===== src/rtl/sram2_master.sv =====
// Single-word request initiator for the SRAM2 window: decodes range/alignment,
// adds per-byte even parity on writes, and returns read data or an error code.
module sram2_master #(
  parameter logic [15:0] BASE_HI    = 16'h1000,
  parameter int unsigned SPAN_BYTES = 32768,
  parameter int unsigned RD_LATENCY = 1
) (
  input  logic        clock,
  input  logic        reset,
  input  logic        req_valid,
  output logic        req_ready,
  input  logic        req_write,
  input  logic [31:0] req_addr,
  input  logic [31:0] req_wdata,
  output logic        resp_valid,
  input  logic        resp_ready,
  output logic [31:0] resp_rdata,
  output logic [1:0]  resp_err,
  output logic [7:0]  err_count,
  output logic [31:0] mem_addr,
  output logic [35:0] mem_wdata,
  output logic        mem_we,
  input  logic [31:0] mem_rdata,
  input  logic        mem_perr
);

  localparam int unsigned   CW       = (RD_LATENCY > 1) ? $clog2(RD_LATENCY) : 1;
  localparam logic [CW-1:0] CNT_LOAD = CW'(RD_LATENCY - 1);

  typedef enum logic [1:0] {
    IDLE,
    ISSUE,
    WAIT,
    RESP
  } state_t;

  state_t        state;
  state_t        state_next;
  logic          wr_q;
  logic [CW-1:0] cnt;
  logic [1:0]    dec_err;
  logic [3:0]    wpar;

  // Out-of-window takes priority over misalignment.
  always_comb begin
    dec_err = 2'b00;
    if (req_addr[31:16] != BASE_HI || 32'(req_addr[15:0]) >= SPAN_BYTES)
      dec_err = 2'b01;
    else if (req_addr[1:0] != 2'b00)
      dec_err = 2'b11;
  end

  always_comb begin
    wpar = '0;
    for (int unsigned n = 0; n < 4; n++)
      wpar[n] = ^req_wdata[8*n +: 8];
  end

  always_ff @(posedge clock or posedge reset) begin
    if (reset) state <= IDLE;
    else       state <= state_next;
  end

  always_comb begin
    state_next = state;
    case (state)
      IDLE:  if (req_valid) state_next = (dec_err != 2'b00) ? RESP : ISSUE;
      ISSUE: state_next = wr_q ? RESP : WAIT;
      WAIT:  if (cnt == '0) state_next = RESP;
      RESP:  if (resp_ready) state_next = IDLE;
      default: state_next = IDLE;
    endcase
  end

  // mem_we is decoded from state so an async reset drops it without a clock edge.
  always_comb begin
    req_ready  = 1'b0;
    resp_valid = 1'b0;
    mem_we     = 1'b0;
    case (state)
      IDLE:    req_ready  = 1'b1;
      ISSUE:   mem_we     = wr_q;
      RESP:    resp_valid = 1'b1;
      default: ;
    endcase
  end

  always_ff @(posedge clock or posedge reset) begin
    if (reset) begin
      wr_q       <= 1'b0;
      cnt        <= '0;
      resp_rdata <= '0;
      resp_err   <= '0;
      err_count  <= '0;
      mem_addr   <= '0;
      mem_wdata  <= '0;
    end else begin
      case (state)
        IDLE: begin
          if (req_valid) begin
            wr_q       <= req_write;
            resp_rdata <= '0;
            resp_err   <= dec_err;
            if (dec_err == 2'b00) begin
              mem_addr  <= {BASE_HI, 2'b00, req_addr[15:2]};
              mem_wdata <= req_write ? {wpar, req_wdata} : '0;
            end
          end
        end
        ISSUE: begin
          cnt <= CNT_LOAD;
          if (wr_q && mem_perr) resp_err <= 2'b10;
        end
        WAIT: begin
          if (cnt == '0) resp_rdata <= mem_rdata;
          else           cnt        <= cnt - 1'b1;
        end
        RESP: begin
          if (resp_ready) begin
            mem_addr   <= '0;
            mem_wdata  <= '0;
            resp_rdata <= '0;
            resp_err   <= '0;
            if (resp_err != 2'b00 && err_count != 8'hFF)
              err_count <= err_count + 8'd1;
          end
        end
        default: ;
      endcase
    end
  end

endmodule

===== config.mk =====
export PLATFORM = sky130hd
export DESIGN_NAME = sram2_master
export DESIGN_NICKNAME = d
export VERILOG_FILES = /design/src/rtl/sram2_master.sv
export SDC_FILE = /design/constraint.sdc
export NUM_CORES = 1
export LEC_CHECK = 0
export ABC_AREA = 1
export BUFFER_PORTS_ARGS = -buffer_cell sky130_fd_sc_hd__buf_2
export CAP_MARGIN = 15
export CORE_AREA = 2 2 103 105
export DETAILED_ROUTE_END_ITERATION = 12
export DIE_AREA = 0 0 105 107
export MAX_ROUTING_LAYER = met4
export PLACE_DENSITY = 0.95
export REMOVE_ABC_BUFFERS = 1
export SLEW_MARGIN = 0
export SYNTH_ARGS = -nofsm -noshare
export SYNTH_HDL_FRONTEND = slang
export SYNTH_SLANG_ARGS = --single-unit

===== constraint.sdc =====
create_clock -name clock -period 7.4 [get_ports clock]
set_clock_uncertainty 0.15 [all_clocks]
set_input_delay 0.37 -clock clock [delete_from_list [all_inputs] [get_ports clock]]
set_output_delay 0.37 -clock clock [all_outputs]
set_load 0.05 [all_outputs]

==> results by group <==
Pwr
  – Net Switching: 1.52 mW
  – Comb power frac: 0.571
  – Total power per unit cell area: 439 mW/mm²
  – Pint: around 1.3 mW
  – Final Power: roughly 2.8 mW
  – VDD IR max: between 200 and 250 µV
  – Switch share: 0.548
  – Leak: around 3.7 nW
  – Seq pwr share: 0.290
  – Clock power frac: 0.139

Clocking
  – Post-CTS setup buffer count: 0
  – CTS sink count: 96
  – Clock transition at the registers of the reported paths: 0.10 ns
  – Clock Root Buffer: clkbuf_8
  – Clk buf depth: 2
  – Worst skew pair latency: between 0.3 and 0.4 ns
  – CTS Buf Count: 9
  – H-tree levels: 3
  – CTS tree: built

Synthesis
  – Yosys cell types: 34
  – Cells after Synth: roughly 680
  – Post-synthesis cell area: 0.00518 mm²
  – Ys Warns: 0
  – Yosys top cell area share: 0.464
  – Synth area leaders: dfrtp_1, nand2_1, nor2_1
  – Post-synthesis sequential area ratio: 0.464
  – Yosys reg bits: 96
  – Average cell area after synthesis: approximately 7.7 µm²
  – Area leader, netlist: dfrtp_1

Global routing
  – Largest net degree at the start of global routing: 65
  – All-layer global routing usage: 0.222
  – First-pass GRT wire length: 19.8 mm
  – Initial antenna violation count: 0
  – Vias in the first global route: approximately 4,300
  – Gr ovfl total: 0

Outcome
  – Status: complete, no violations

Layout
  – Register area: between 0.002 and 0.0025 mm²
  – Antenna diode count: 0
  – Final net count: a little under 1,000
  – Finished layout cell area: between 0.006 and 0.007 mm²
  – Area grow syn2layout: 21.8%
  – Fillers: 934
  – Multi-input combinational cell area: 0.00232 mm²
  – Fraction of layout cells with a size suffix above 1: 0.280

STA
  – Fin crit share: 0.451
  – RSZ-0062 raised after global routing: false
  – Peak Freq: 0.300 GHz
  – Min cycle time layout: 3.33 ns
  – Setup TNS: 0 ns
  – Final Slew Violations: 0
  – Worst slew margin: 0.247
  – Fin. Hold Viols: 0
  – Slew @ Worst Pin: 1.13 ns
  – Final setup violating endpoints: 0

Route
  – Via density: 4.74
  – Post-Route WL: 12.3 mm
  – DR WL/cell: about 12 µm
  – DRC viols: 0
  – Via count: ~4,700
  – Starting DRC count in detailed routing: 283
  – Routed Antenna Nets: 0
  – Drt pass-1 iters: 4

Die
  – Die boundary width: 105 µm
  – Initial Utilization: 0.513
  – DIE HEIGHT: 107 µm
  – Die area: 0.0112 mm²
  – I/O pins: between 200 and 250
  – Rows: 37
  – Placeable Area: 0.0101 mm²

Job
  – Max-cap viol count: 0

Placement
  – Hpwl dp: 9.10 mm
  – Area post-placement: 0.00607 mm²
  – Port bufs: a little under 200
  – Routability Congestion: 0.818

Critical path
  – Critical path launch point type: flip-flop
  – Critical path peak fanout: 50
  – CP Data Arrival Time: about 3.4 ns
  – Crit Path Category: flip-flop to flip-flop
  – CP required: 7.48 ns
  – Critical path capture point type: flip-flop

Min path
  – Hold Path Class: input port to flip-flop
==> power groups by stage <==
stage	clock, mW	sequential, mW	combinational (mW)
final	0.386	0.802	1.58
after global routing	0.417	0.825	1.71
after CTS	0.395	0.802	1.59
after detailed placement	0	0.811	1.59
after global placement	0	0.804	1.55
after floorplan	0	1.34	0.653
==> flip-flops by register name, summed over array words and instances, names as in the netlist <==
register    flops
err_count       8
resp_err        2
mem_wdata      36
wr_q            1
resp_rdata     32
state           2
mem_addr       15
==> final timing paths <==
| check | start | cells after the start | slack [ns] | end |
|---|---|---|---|---|
| setup / recovery | state[0] | 9 | 4.07 | mem_addr[8] |
| hold / removal | mem_rdata[22] | 3 | 0.1 | resp_rdata[22] |
| setup reg to reg | state[0] | 9 | 4.07 | mem_addr[8] |
| hold reg to reg | mem_wdata[12] | 2 | 0.32 | mem_wdata[12] |
| max in group asynchronous | reset | 4 | 5.57 | mem_wdata[9] |
| min in group asynchronous | reset | 3 | 0.49 | resp_rdata[25] |
==> cell families (layout without fill, tap and decap cells) <==
family | after synthesis | count (layout) | synth area share
buf+inv | 93 | 263 | 0.101
flops | 96 | 96 | 0.464
compound gates | 47 | 47 | 0.0493
xor+xnor | 15 | 15 | 0.0254
simple gates | 418 | 418 | 0.346
fa+ha+maj | 6 | 6 | 0.0145
other cells | 1 | 17 | 0.000724
==> layout by cell type, fill, tap and decap left out, types with 6 or more instances in the layout <==
cell type	instances
nand4_1	6
clkbuf_8	10
dfrtp_1	96
inv_1	42
conb_1	17
nand3b_1	14
nor2_1	52
nand3_1	29
xnor2_1	8
buf_2	197
o21ai_1	23
o21ai_0	14
xor2_1	7
ha_1	6
nand2_1	294
nand3_2	11
==> per-layer routing <==
| metal | part of all wire | wire length (µm) | track usage | vias to the layer above |
|---|---|---|---|---|
| met1 | 0.42 | 5160 | 0.281 | 2122 |
| met4 | 0.019 | 231 | 0.0800 | 0 |
| li1 | - | - | - | 2415 |
| met3 | 0.057 | 701 | 0.0261 | 19 |
| met2 | 0.50 | 6190 | 0.372 | 174 |
| met5 | 0 | 0 | - | - |
==> final cells by class <==
| type | instances | share of cell area |
|---|---|---|
| well taps | 136 | 0.0270 |
| flip-flops and latches | 96 | 0.381 |
| clock inverters | 6 | 0.0145 |
| inverters | 47 | 0.0284 |
| repair buffers | 200 | 0.160 |
| multi-input cells | 503 | 0.367 |
| clock buffers | 10 | 0.0218 |
==> synth_stat cells <==
| cell type | instances |
|---|---|
| a21oi_4 | 1 |
| nand3_1 | 29 |
| inv_1 | 43 |
| a31oi_1 | 2 |
| buf_1 | 1 |
| or2_1 | 1 |
| nand4_1 | 6 |
| nor3_1 | 3 |
| or2_4 | 1 |
| or2_2 | 1 |
| buf_4 | 22 |
| ha_1 | 6 |
| nand4_2 | 1 |
| o21ai_1 | 23 |
| buf_8 | 3 |
| nor2_1 | 52 |
| a21oi_1 | 5 |
| nand3b_1 | 14 |
| inv_2 | 4 |
| o21ai_0 | 14 |
| o21ai_2 | 1 |
| nand3_2 | 11 |
| nand2_1 | 294 |
| a22oi_1 | 1 |
| xnor2_1 | 8 |
| dfrtp_1 | 96 |
| clkbuf_1 | 5 |
| conb_1 | 1 |
| xor2_1 | 7 |
| nand2_2 | 1 |
| buf_6 | 6 |
| nor2_2 | 1 |
| buf_2 | 9 |
| nand2_4 | 3 |
==> stage by stage <==
step	instances	utilization	setup slack (ns)	hold slack, ns
4_1_cts	998	0.625	4.06	0.0808
5_1_grt	998	0.625	3.82	0.0951
2_1_floorplan	646	-	4.32	0.329
3_5_place_dp	981	0.601	4.09	0.303
6_report	998	0.625	4.07	0.0972
3_3_place_gp	981	0.601	4.20	0.301
==> timing repair <==
item	in CTS	in global routing
gates resized for setup	0	0
endpoints found under the hold margin	47	0
hold buffers	1	0
==> worst max-delay path, stage by stage, from the launching register on <==
cell     delay, ns
dfrtp_1       0.42
ha_1          0.37
inv_2         0.34
or2_2         0.20
nand2_4       0.08
a21oi_4       0.54
buf_4         0.44
nand2_4       0.36
nand2_1       0.20
nand2_1       0.06
Power figures use the tool's default switching activity.
